`config.mk`:
```
export PLATFORM = sky130hd
export DESIGN_NAME = adc_sampler
export DESIGN_NICKNAME = d
export VERILOG_FILES = /design/src/rtl/adc_sampler.sv
export SDC_FILE = /design/constraint.sdc
export NUM_CORES = 1
export LEC_CHECK = 0
export CORE_ASPECT_RATIO = 1.2
export CORE_MARGIN = 4
export CORE_UTILIZATION = 45
export CTS_CLUSTER_DIAMETER = 120
export DETAILED_ROUTE_END_ITERATION = 10
export PLACE_DENSITY = 0.71
export SLEW_MARGIN = 20
export SYNTH_ARGS = -nofsm -noshare
export SYNTH_HDL_FRONTEND = slang
export SYNTH_SLANG_ARGS = --single-unit
export TNS_END_PERCENT = 10
```
`constraint.sdc`:
```
create_clock -name sysclk -period 3.6 [get_ports sysclk]
set_input_delay 1.08 -clock sysclk [delete_from_list [all_inputs] [get_ports sysclk]]
set_output_delay 1.08 -clock sysclk [all_outputs]
set_load 0.02 [all_outputs]
```
`src/rtl/adc_sampler.sv`:
```
`default_nettype none
// +----------------------------------------------------------------------------+
// | adc_sampler                                                                |
// | Single-shot two-frame SPI conversion controller for an ADC128S022.         |
// | Revision: 1.0                                                              |
// +----------------------------------------------------------------------------+
module adc_sampler #(
    parameter int CLK_DIV = 25
) (
    input  logic        sysclk,
    input  logic        sysreset,
    input  logic [15:0] cmd_data,
    input  logic        cmd_load,
    output logic [15:0] result,
    output logic        busy,
    output logic        done,
    output logic        ADC_CS_N,
    output logic        ADC_SCLK,
    output logic        ADC_SADDR,
    input  logic        ADC_SDAT
);

    localparam logic [4:0] c_HC_LAST = 5'(CLK_DIV - 1);

    typedef enum logic [2:0] {
        S_IDLE  = 3'd0,
        S_SETUP = 3'd1,
        S_LOW   = 3'd2,
        S_HIGH  = 3'd3,
        S_GAP   = 3'd4,
        S_FIN   = 3'd5
    } state_t;

    state_t      state_q, state_d;
    logic [4:0]  hc_q, hc_d;
    logic [3:0]  k_q, k_d;
    logic        f_q, f_d;
    logic [2:0]  ch_q, ch_d;
    logic [15:0] shift_q, shift_d;
    logic [15:0] result_q, result_d;
    logic        done_q, done_d;
    logic        busy_q, busy_d;
    logic        cs_n_q, cs_n_d;
    logic        sclk_q, sclk_d;
    logic        saddr_q, saddr_d;

    logic        hc_last;
    logic [15:0] addr_word;
    logic        unused_bits;

    assign hc_last     = (hc_q == c_HC_LAST);
    assign addr_word   = {2'b00, ch_q, 11'b0};
    assign unused_bits = ^{cmd_data[15:3], shift_q[15]};

    always_comb begin
        state_d  = state_q;
        hc_d     = hc_q;
        k_d      = k_q;
        f_d      = f_q;
        ch_d     = ch_q;
        shift_d  = shift_q;
        result_d = result_q;
        done_d   = 1'b0;
        case (state_q)
            S_IDLE: begin
                hc_d = 5'd0;
                if (cmd_load) begin
                    ch_d         = cmd_data[2:0];
                    result_d[15] = 1'b0;
                    f_d          = 1'b0;
                    state_d      = S_SETUP;
                end
            end
            S_SETUP: begin
                if (hc_last) begin
                    hc_d    = 5'd0;
                    k_d     = 4'd0;
                    state_d = S_LOW;
                end else begin
                    hc_d = hc_q + 5'd1;
                end
            end
            S_LOW: begin
                if (hc_last) begin
                    shift_d = {shift_q[14:0], ADC_SDAT};
                    hc_d    = 5'd0;
                    state_d = S_HIGH;
                end else begin
                    hc_d = hc_q + 5'd1;
                end
            end
            S_HIGH: begin
                if (hc_last) begin
                    hc_d = 5'd0;
                    if (k_q != 4'd15) begin
                        k_d     = k_q + 4'd1;
                        state_d = S_LOW;
                    end else if (!f_q) begin
                        k_d     = 4'd0;
                        state_d = S_GAP;
                    end else begin
                        result_d = {1'b1, ch_q, shift_q[11:0]};
                        done_d   = 1'b1;
                        state_d  = S_FIN;
                    end
                end else begin
                    hc_d = hc_q + 5'd1;
                end
            end
            S_GAP: begin
                // Two half-period counts; k doubles as the phase flag.
                if (hc_last) begin
                    hc_d = 5'd0;
                    if (k_q == 4'd0) begin
                        k_d = 4'd1;
                    end else begin
                        f_d     = 1'b1;
                        state_d = S_SETUP;
                    end
                end else begin
                    hc_d = hc_q + 5'd1;
                end
            end
            S_FIN: begin
                state_d = S_IDLE;
            end
            default: begin
                state_d = S_IDLE;
            end
        endcase
    end

    // Pin outputs are decoded from the next state so they leave flops directly.
    always_comb begin
        cs_n_d  = !(state_d inside {S_SETUP, S_LOW, S_HIGH});
        sclk_d  = (state_d != S_LOW);
        busy_d  = (state_d inside {S_SETUP, S_LOW, S_HIGH, S_GAP});
        saddr_d = saddr_q;
        if (state_d == S_IDLE) begin
            saddr_d = 1'b0;
        end else if ((state_d == S_LOW) && (state_q != S_LOW)) begin
            saddr_d = addr_word[~k_d];
        end
    end

    always_ff @(posedge sysclk) begin
        if (sysreset) begin
            state_q  <= S_IDLE;
            hc_q     <= 5'd0;
            k_q      <= 4'd0;
            f_q      <= 1'b0;
            ch_q     <= 3'd0;
            shift_q  <= 16'h0000;
            result_q <= 16'h0000;
            done_q   <= 1'b0;
            busy_q   <= 1'b0;
            cs_n_q   <= 1'b1;
            sclk_q   <= 1'b1;
            saddr_q  <= 1'b0;
        end else begin
            state_q  <= state_d;
            hc_q     <= hc_d;
            k_q      <= k_d;
            f_q      <= f_d;
            ch_q     <= ch_d;
            shift_q  <= shift_d;
            result_q <= result_d;
            done_q   <= done_d;
            busy_q   <= busy_d;
            cs_n_q   <= cs_n_d;
            sclk_q   <= sclk_d;
            saddr_q  <= saddr_d;
        end
    end

    assign result    = result_q;
    assign done      = done_q;
    assign busy      = busy_q;
    assign ADC_CS_N  = cs_n_q;
    assign ADC_SCLK  = sclk_q;
    assign ADC_SADDR = saddr_q;

endmodule
`default_nettype wire

```
Yosys cells after proc, flatten, opt, wreduce, memory -nomap -nowiden
Index checks and enable logic that the tools add are counted.

storage, ports and cells
  flip-flop bits (word level) = 49
  bits of input ports = 20
  output and inout bits = 21

operators by class
  add/subtract/negate cells = 2
  $lt $le $gt $ge = 1
  equality and inequality tests = 18
  muxes and demuxes = 29
  bitwise operators = 4
  reductions and logical operators = 18

operators with widths
  kind                 count
  $mux 16              3
  $mux 4               6
  $mux 3               7
  $pmux 3 s5           1
  $eq 3x2->1 const B   4
  $ne 2x2->1 const B   6
  $pmux 4 s3           1
  $pmux 5 s2           1
  $reduce_and 4->1     2
  $reduce_or 4->1      2
  $eq 3x1->1 const B   2
  $eq 3x3->1 const B   2
  $logic_not 3->1      2
  $mux 1               6
  $ne 3x2->1 const B   2
  $reduce_bool 2->1    3
  $add 5x1->5 const B  1
  $eq 5x5->1 const B   1
  $lt 4x5->1 const B   1
  $mux 5               1
  $reduce_and 5->1     1
  $add 4x1->4 const B  1
  $bmux 1 s4           1
  $logic_not 4->1      1
  10 further kinds     14

Longest topological paths before layout
Gate-level depths: netlist of run 1.

  depth in word-level cells = 7
  depth in mapped cells = 10
  mapped depth without buffers = 8

Least setup slack after synthesis of run 1
No wires, ideal clock.

  path type = in2reg
  start = input port sysreset
  end = register saddr_q (netlist: ADC_SADDR)
  library setup time = 0.066 ns
  arrival = 2.079 ns
  data required time = 3.534 ns
  path slack = 1.455 ns
  stages = 4
  path buffers = 1
  cell sequence = clkbuf_1 or4b_4 a31oi_2 a21boi_2

between the ends
  longest elaborated chain between the ends = 1

RTL lines
  element                           RTL line  source
  from (decl)                       11        input logic sysreset,
  $reduce_or 2->1 (no source line)  n/a
  to (signal assigned)              172       saddr_q <= saddr_d;
  to (decl)                         45        logic saddr_q, saddr_d;

No other way between the ends.
A chain may end at the register's enable or synchronous reset.

Final worst setup path of run 1
  start = input port cmd_load
  end = register saddr_q (netlist: ADC_SADDR)

between the ends
  longest elaborated chain between the ends = 4

RTL lines
  element                                               RTL line  source
  from (decl)                                           13        input logic cmd_load,
  $mux 3 (*)                                            67        if (cmd_load) begin
  $pmux 3 s5 (*)                                        64        case (state_q)
  $eq 3x2->1 or $logic_not 3->1 (tied branches)         141, 139
  $logic_and 1x1->1 or $reduce_or 2->1 (tied branches)  n/a

Every way passes the cells marked *; elsewhere a longest branch is shown, timed or not.

==> run metrics, run 1 <==
status=completed; Worst Path Arrival=about 2.5 ns; Via-to-Cell Ratio=~5.3; GPL Wtd Cong=~0.91; IO Port Bufs=27; Site Rows=27; n_diodes=0; placed wire-length estimate=approximately 3.1 mm; Finished Layout Cells=339; root buffer cell=clkbuf_8; Placed Cells=~330; Synth Register Bits=slightly below 50; CP Capture Type=register; clock sinks=between 40 and 50; crit start category=input port; die span in x=71.02 um; Global Route Usage Sum=0.1541; Area Growth Syn to Fin=17.15%; Clock Skew=between 0.004 and 0.005 ns; Worst Path Required=between 3 and 4 ns; total CTS buffers=5; first-pass GRT wire length=about 7.6 mm; Mapped Area=~2100 um^2; f_max=between 400 and 500 MHz; Starting Density=0.4668; Cells after Synth=approximately 260; max-cap viol count=0; Post-synth EDFFs=0; worst vdd ir=roughly 0.18 mV; post-synthesis compound-gate area fraction=0.1879; vias in the first global route=1696; Tot Pwr=between 0.9 and 1 mW; first drt pass iteration count=4; Leakage=0.8531 nW; Unique masters post-synth=49; Tcrit/Tclk final=0.6528; final hold vios=0; Post-Synth XOR/XNOR Area=0; slew at the pin closest to its max-slew limit=0.8483 ns; Syn Area/Cell=between 8 and 9 um^2; CTS tree=yes; final setup TNS=0 ns; Hold-fix buffers, CTS=0; # setup viols final=0; Yosys Warn Count=0; commonest non-fill, non-tap cell in the layout=nand2_1; drt wl/cell=roughly 13 um; largest family of logic cells by synthesized area=simple AND/OR/NAND/NOR gates; Async SR Flop Fraction=0; CP Max Fanout=7; ANT nets after route=0; die outline height=roughly 84 um; post-synthesis mux area share=0.01400; Worst-path clk slew=0.09 ns; minimum clock period=between 2 and 2.5 ns; HP Class=reg2reg; Synth Area in Simple Gates=0.2690; kind of critical path=in2reg; Slew headroom=0.4314; Pwr per Cell Area=365.0 nW/um^2; Main synth FF type=dfxtp_1; post-synthesis sequential area ratio=0.4574; fraction of layout cells with a size suffix above 1=0.08185; Die Area=roughly 5900 um^2; most frequent cells in the layout=nand2_1, dfxtp_1, a21oi_1, clkdlybuf4s50_1, nor2_1; Mapped Nets=between 200 and 300; Synth Area in Adders=0.02334; global route total overflow=0; CTS H-tree depth=2; clk_lat worst skew=roughly 0.30 ns; boundary pin count=~40; postcts setup bufs=0; clock tree buffer depth=2; drt initial violations=141; post-CTS sizing=0; Slew Viols, Final=0; RSZ-0062 raised after global routing=false; drt total wl=between 4 and 5 mm; DR DRC count=0; core area=4594 um^2; initial antenna violation count=0; via count=around 1800; largest net degree at the start of global routing=between 40 and 50; fin nets=about 300
==> metrics by stage <==
step           utilization  area [um^2]  worst slack, ns  hold WS [ns]
3_3_place_gp        0.5278         2425           0.9804        0.4414
2_1_floorplan            -         2145            1.455        0.4321
6_report            0.5468         2512            1.250        0.4565
4_1_cts             0.5468         2512            1.250        0.4592
5_1_grt             0.5468         2512            1.056        0.4760
3_5_place_dp        0.5278         2425           0.9435        0.4465
==> cells by family after synthesis <==
logic type,Yosys count
simple gates,119
compound gates,62
flops,49
buf+inv,22
fa+ha+maj,4
mux,3
==> metal layers <==
metal	global-route usage	part of all wire	up-vias
li1	-	-	925
met1	0.1773	0.45	836
met2	0.2768	0.51	33
met3	0.02771	0.035	5
met4	0.05983	0.012	0
met5	0	0	-
==> worst paths after layout <==
check,start,cells past startpoint,endpoint,slack (ns)
max,cmd_load,6,ADC_SADDR,1.25
max reg2reg,hc_q[0],7,result[8],1.33
min,result[2],2,result[2],0.46
min reg2reg,result[2],2,result[2],0.46
==> where the power goes <==
group	switching, mW	total, mW	internal [mW]
clock	0.177	0.314	0.137
sequential	0.00536	0.553	0.547
combinational	0.0295	0.0506	0.0210
total	0.212	0.917	0.705
==> registers in the layout, indices dropped and copies added, names as in the netlist <==
| name | cells |
|---|---|
| done | 1 |
| state_q | 3 |
| result | 16 |
| hc_q | 5 |
| f_q | 1 |
| ADC_SCLK | 1 |
| shift_q | 12 |
| k_q | 4 |
| busy | 1 |
| ADC_SADDR | 1 |
| ch_q | 3 |
| ADC_CS_N | 1 |
==> critical path: stages <==
cell and delay (ns):
clkdlybuf4s50_1 0.43, nand3b_2 0.22, o21ai_1 0.11, a22oi_1 0.36, a31oi_2 0.16, a21boi_2 0.17
==> final cells by class <==
cell class / instances / area (um^2)
fill: 481 / 2082
multi-input combinational: 188 / 1060
sequential: 49 / 980.9
timing repair buffer: 29 / 285.3
clock buffer: 6 / 72.57
tap: 58 / 72.57
inverter: 7 / 26.28
clock inverter: 2 / 15.01
==> Yosys cell counts, types with 2 or more instances <==
cell / n / area share
and2_1: 2 / 0.0058
mux2i_1: 3 / 0.014
nor2_1: 16 / 0.028
ha_1: 4 / 0.023
nand2b_1: 2 / 0.0058
nor2b_1: 2 / 0.0058
and3_1: 2 / 0.0058
o21ai_0: 7 / 0.016
or3_1: 3 / 0.0088
buf_2: 5 / 0.012
o21ai_1: 3 / 0.0070
nor3b_1: 2 / 0.0070
nor3_1: 2 / 0.0047
nand2_1: 67 / 0.12
inv_1: 6 / 0.011
dfxtp_1: 49 / 0.46
a31oi_1: 2 / 0.0058
nand4_1: 2 / 0.0058
buf_6: 2 / 0.011
a21oi_1: 34 / 0.079
nand3_1: 6 / 0.014
clkbuf_1: 8 / 0.014
a311oi_1: 2 / 0.0082
a22oi_1: 2 / 0.0070
a41oi_1: 2 / 0.0082
No activity file was read; power rests on OpenSTA's default activity.
==> inputs of run 2 (changes only) <==
--- a/config.mk
+++ b/config.mk
@@ -10,7 +10,7 @@
 export CORE_UTILIZATION = 45
 export CTS_CLUSTER_DIAMETER = 120
 export DETAILED_ROUTE_END_ITERATION = 10
-export PLACE_DENSITY = 0.71
+export PLACE_DENSITY = 0.73
 export SLEW_MARGIN = 20
 export SYNTH_ARGS = -nofsm -noshare
 export SYNTH_HDL_FRONTEND = slang
==> constraint.sdc (replaced) <==
create_clock -name sysclk -period 2 [get_ports sysclk]
set_input_delay 0.6 -clock sysclk [delete_from_list [all_inputs] [get_ports sysclk]]
set_output_delay 0.6 -clock sysclk [all_outputs]
set_load 0.02 [all_outputs]
==> run 2 against run 1 <==
- sequential cell count unchanged
- die area unchanged
- non-clock buffer count increased by 26
- total power increased by 86%
- setup slack got worse by 1.2 ns
- worst hold slack got worse by 0.00092 ns
- register-to-register slack worse by 1.2 ns
- core utilization increased by 5.5 points
- wire length rose by 6.1%
- clock power grew 91%
- global-route usage rose by 0.70 points
- highest routed layer unchanged
==> run metrics, run 2 (same netlist as run 1, synthesis figures left out) <==
Worst R2R Setup Slack=roughly 0.094 ns; worst r2r src=hc_q[0]; critical path startpoint=hc_q[0]; max-cap viol count=0; crit start category=register; via count=~1900; drt total wl=4.673 mm; Pwr per Cell Area=a little over 600 nW/um^2; most frequent cells in the layout=nand2_1, dfxtp_1, a21oi_1, clkdlybuf4s50_1, buf_4; Tcrit/Tclk final=0.9529; boundary pin count=just over 40; Placed Area=~2600 um^2; initial antenna violation count=0; CP Capture Type=register; global route total overflow=0; Site Rows=27; Global Route Usage Sum=0.1611; largest net degree at the start of global routing=46; status=completed; Worst Path Arrival=2.09 ns; vias in the first global route=around 1800; reg2reg end=ADC_SADDR; cells on worst reg2reg path=10; # setup viols final=0; Leakage=0.9957 nW; first drt pass iteration count=4; clock sinks=49; slew at the pin closest to its max-slew limit=~0.47 ns; clock tree buffer depth=2; fin nets=330; clk_lat worst skew=about 0.30 ns; Worst Path Required=approximately 2.2 ns; IO Port Bufs=27; final hold vios=0; minimum clock period=1.906 ns; # fillers=around 440; total CTS buffers=5; CTS H-tree depth=2; DR DRC count=0; Starting Density=0.4668; Finished Layout Cells=between 300 and 400; post-layout util=0.6021; hold slack final=between 0.4 and 0.5 ns; n_diodes=0; worst vdd ir=0.3824 mV; die outline height=between 80 and 90 um; fraction of layout cells with a size suffix above 1=0.1922; Die Area=just under 6000 um^2; die span in x=71.02 um; Via-to-Cell Ratio=between 5 and 6; Worst Hold Endpoint=result[7]; drt initial violations=between 100 and 150; Hold Path Depth=2; GPL Wtd Cong=~0.87; Slew headroom=0.6859; Area Growth Syn to Fin=29.00%; commonest non-fill, non-tap cell in the layout=nand2_1; Worst-path clk slew=0.09 ns; first-pass GRT wire length=7.900 mm; hold_sp=result[7]; Clock Skew=between 0.003 and 0.004 ns; drt wl/cell=between 10 and 15 um; CTS tree=yes; f_max=between 500 and 600 MHz; core area=roughly 4600 um^2; kind of critical path=reg2reg; Placed Cells=between 300 and 400; HP Class=reg2reg; placed wire-length estimate=3.344 mm; CP Max Fanout=7; fin area=roughly 2800 um^2; ANT nets after route=0; Slew Viols, Final=0; Largest register FFs=16; final setup TNS=0 ns; root buffer cell=clkbuf_8
==> run 2: changes by cell type in the layout (fill, tap and decap cells not counted), moves of 2 or more <==
cell and delta:
dfxtp_1 -2, ha_1 -2, buf_4 +24, ha_2 +2, clkinvlp_4 -2, dfxtp_2 +2
==> run 2: stage by stage <==
| stage | setup WS [ns] | power [mW] |
|---|---|---|
| after floorplan | 0.1323 | 1.077 |
| after global placement | -0.05507 | 1.124 |
| after detailed placement | -0.06806 | 1.126 |
| after CTS | 0.0003719 | 1.728 |
| after global routing | -0.01030 | 1.787 |
| final | 0.09421 | 1.705 |
==> run 2: area by class of cell <==
type	count	area [um^2]	area share
clock buffer	6	82.58	0.02985
clock inverter	2	13.76	0.004975
inverter	7	26.28	0.009498
multi-input combinational	188	1091	0.3944
sequential	49	983.4	0.3555
tap	58	72.57	0.02623
timing repair buffer	55	496.7	0.1796
==> run 2: how the worst max path moves through the flow <==
stage / end / slack, ns / depth (start not counted)
6_report: ADC_SADDR / 0.09 / 10
5_1_grt: ADC_SADDR / -0.01 / 8
4_1_cts: ADC_CS_N / 0.0004 / 9
3_5_place_dp: ADC_SADDR / -0.07 / 8
3_3_place_gp: ADC_SADDR / -0.06 / 8
2_1_floorplan: ADC_SADDR / 0.13 / 7
==> run 2: per-layer routing <==
metal  part of all wire  vias up  track usage  routed length (um)
li1                   -      984            -                   -
met1               0.42      863       0.1939                1955
met2               0.53       35       0.2734                2458
met3              0.042        7      0.03614                 194
met4              0.014        0      0.06496                  64
met5                  0        -            0                   0
==> run 2: what timing repair did <==
action / 4_1_cts / 5_1_grt
setup buffers: 0 / 1
pin swaps: 0 / 3
endpoints found under the setup margin: 3 / 3
cloned: 0 / 0
hold buffers: 0 / 0
resized for setup: 3 / 8
==> run 2: report_power, final <==
group	internal [mW]	total (mW)	switching [mW]	leakage [nW]
Combinational	0.0513	0.109	0.0575	0.548
Clock	0.281	0.601	0.320	0.0512
Sequential	0.985	0.995	0.0103	0.397
==> run 2: worst max-delay path, stage by stage, from the launching register on <==
cell,delay [ns]
dfxtp_1,0.32
inv_1,0.07
ha_2,0.18
and4b_4,0.33
buf_12,0.12
nand2_4,0.04
buf_4,0.14
o31ai_1,0.23
a22oi_1,0.15
o211ai_1,0.13
a21boi_2,0.08
==> inputs of run 3 (changes only) <==
--- a/config.mk
+++ b/config.mk
@@ -10,7 +10,9 @@
 export CORE_UTILIZATION = 45
 export CTS_CLUSTER_DIAMETER = 120
 export DETAILED_ROUTE_END_ITERATION = 10
-export PLACE_DENSITY = 0.73
+export DONT_BUFFER_PORTS = 1
+export GPL_TIMING_DRIVEN = 0
+export PLACE_DENSITY = 0.62
 export SLEW_MARGIN = 20
 export SYNTH_ARGS = -nofsm -noshare
 export SYNTH_HDL_FRONTEND = slang
==> run 3 against run 2 <==
- final cell count fell by 11%
- setup slack worse by 0.012 ns
- sequential share of layout area up 5.2 points
- largest cell class unchanged
- core utilization fell by 7.4 points
- largest power group unchanged
==> run metrics, run 3 (same netlist as run 1, synthesis figures left out) <==
Slew Viols, Final=0; Sw Ratio=0.2278; Global Route Usage Sum=0.1666; Finished Layout Cells=325; post-layout util=0.5283; fraction of layout cells with a size suffix above 1=0.1685; drt wl/cell=between 10 and 15 um; Worst Path Arrival=2.09 ns; via count=about 1800; fin nets=290; clk_lat worst skew=~0.30 ns; critical path's slowest cell=or3_1; die span in x=~71 um; Die Area=roughly 5900 um^2; Starting Density=0.4668; CP Max Fanout=10; DR DRC count=0; Via-to-Cell Ratio=5.458; hold_sp=ADC_SDAT; postcts setup bufs=0; root buffer cell=clkbuf_8; drt initial violations=118; switching pwr=between 0.4 and 0.5 mW; boundary pin count=just over 40; worst r2r src=hc_q[0]; CP most frequent cell=buf_6; hold slack final=0.4371 ns; Tot Pwr=between 1.5 and 2 mW; total CTS buffers=5; GPL Wtd Cong=~0.8; reg2reg end=result[13]; Worst-path clk slew=roughly 0.090 ns; IO Port Bufs=0; Worst R2R Setup Slack=~0.08 ns; vias in the first global route=1712; final hold vios=0; placed wire-length estimate=~3.4 mm; Area Growth Syn to Fin=13.19%; Placed Cells=317; CTS H-tree depth=2; Tcrit/Tclk final=0.9591; CP Capture Type=register; f_max=between 500 and 600 MHz; status=completed; # fillers=between 400 and 500; # setup viols final=0; Leakage=between 0.8 and 0.9 nW; RSZ-0062 raised after global routing=true; first drt pass iteration count=4; Multi-input gate area=about 1100 um^2; slew at the pin closest to its max-slew limit=about 0.50 ns; Hold Path Depth=2; crit start category=register; Clock Skew=between 0.006 and 0.007 ns; first-pass GRT wire length=8.017 mm; Worst Hold Endpoint=shift_q[0]; ANT nets after route=0; Site Rows=27; Worst Path Required=about 2.2 ns; cells on worst reg2reg path=10; clock tree buffer depth=2; clock group share of total power=0.399; Slew headroom=0.6697; global route total overflow=0; crit-path max cell delay=0.38 ns; die outline height=around 84 um; combinational share of power=0.047; drt total wl=~4.7 mm; kind of critical path=reg2reg; largest net degree at the start of global routing=17; n_diodes=0; Register Area=988.4 um^2; most frequent cells in the layout=nand2_1, dfxtp_1, a21oi_1, nor2_1; CTS tree=yes; critical-path cell list=inv_4 -> ha_4 -> and4b_1 -> buf_6 -> nand2_4 -> or3_1 -> buf_6 -> buf_6 -> nand2_1 -> a21oi_1; initial antenna violation count=0; max-cap viol count=0; Pwr per Cell Area=about 740 nW/um^2; clock sinks=between 40 and 50; sequential share of power=0.555; Largest register FFs=16; commonest non-fill, non-tap cell in the layout=nand2_1; HP Class=in2reg; Int Power=~1.4 mW; minimum clock period=around 1.9 ns; core area=4594 um^2; worst vdd ir=between 0.2 and 0.3 mV
run 3: final cells by class:
type                       instances  area share
buffer                            15     0.03608
clock buffer                       5     0.02835
clock inverter                     3     0.01804
inverter                           7     0.01186
multi-input combinational        188      0.4686
sequential                        49      0.4072
tap                               58     0.02990
run 3: worst max path at each step:
stage | startpoint | end | slack, ns | depth (start not counted)
final | hc_q[0] | result[13] | 0.08 | 10
after global placement | k_q[0] | ADC_SADDR | -0.11 | 7
after global routing | hc_q[0] | ADC_SADDR | -0.01 | 9
after floorplan | k_q[0] | ADC_SADDR | 0.13 | 7
after detailed placement | k_q[0] | ADC_SADDR | -0.13 | 7
after CTS | hc_q[0] | result[5] | 0.0008 | 9
run 3: critical path: cells and delay by family (launching register included):
kind / cells / cell delay, ns
simple gates: 4 / 0.72
flops: 1 / 0.36
fa+ha+maj: 1 / 0.14
compound gates: 1 / 0.06
buf+inv: 4 / 0.51
run 3: per-layer routing:
metal  share of wire  global-route usage
met4           0.024             0.05812
met3           0.031             0.03735
met2            0.51              0.2886
met5               0                   0
met1            0.43              0.1997
run 3: power by group through the flow:
stage | clock, mW | combinational [mW] | sequential (mW)
2_1_floorplan | 0 | 0.0603 | 1.02
3_3_place_gp | 0 | 0.0767 | 1.02
3_5_place_dp | 0 | 0.0770 | 1.02
4_1_cts | 0.738 | 0.0780 | 0.997
5_1_grt | 0.780 | 0.0932 | 0.998
6_report | 0.716 | 0.0841 | 0.996
run 3: repair_timing:
| action | in CTS | in global routing |
|---|---|---|
| resized for setup | 7 | 20 |
| setup endpoints to repair | 12 | 24 |
| hold buffers | 0 | 0 |
| gates cloned | 0 | 0 |
| pin swaps | 0 | 2 |
run 3: per-stage QoR:
step	setup slack (ns)	TNS (ns)	instance area (um^2)
3_5_place_dp	-0.1310	-0.3930	2217
4_1_cts	0.0008185	0	2350
3_3_place_gp	-0.1096	-0.3557	2217
5_1_grt	-0.01379	-0.02535	2427
2_1_floorplan	0.1323	0	2145
6_report	0.08182	0	2427
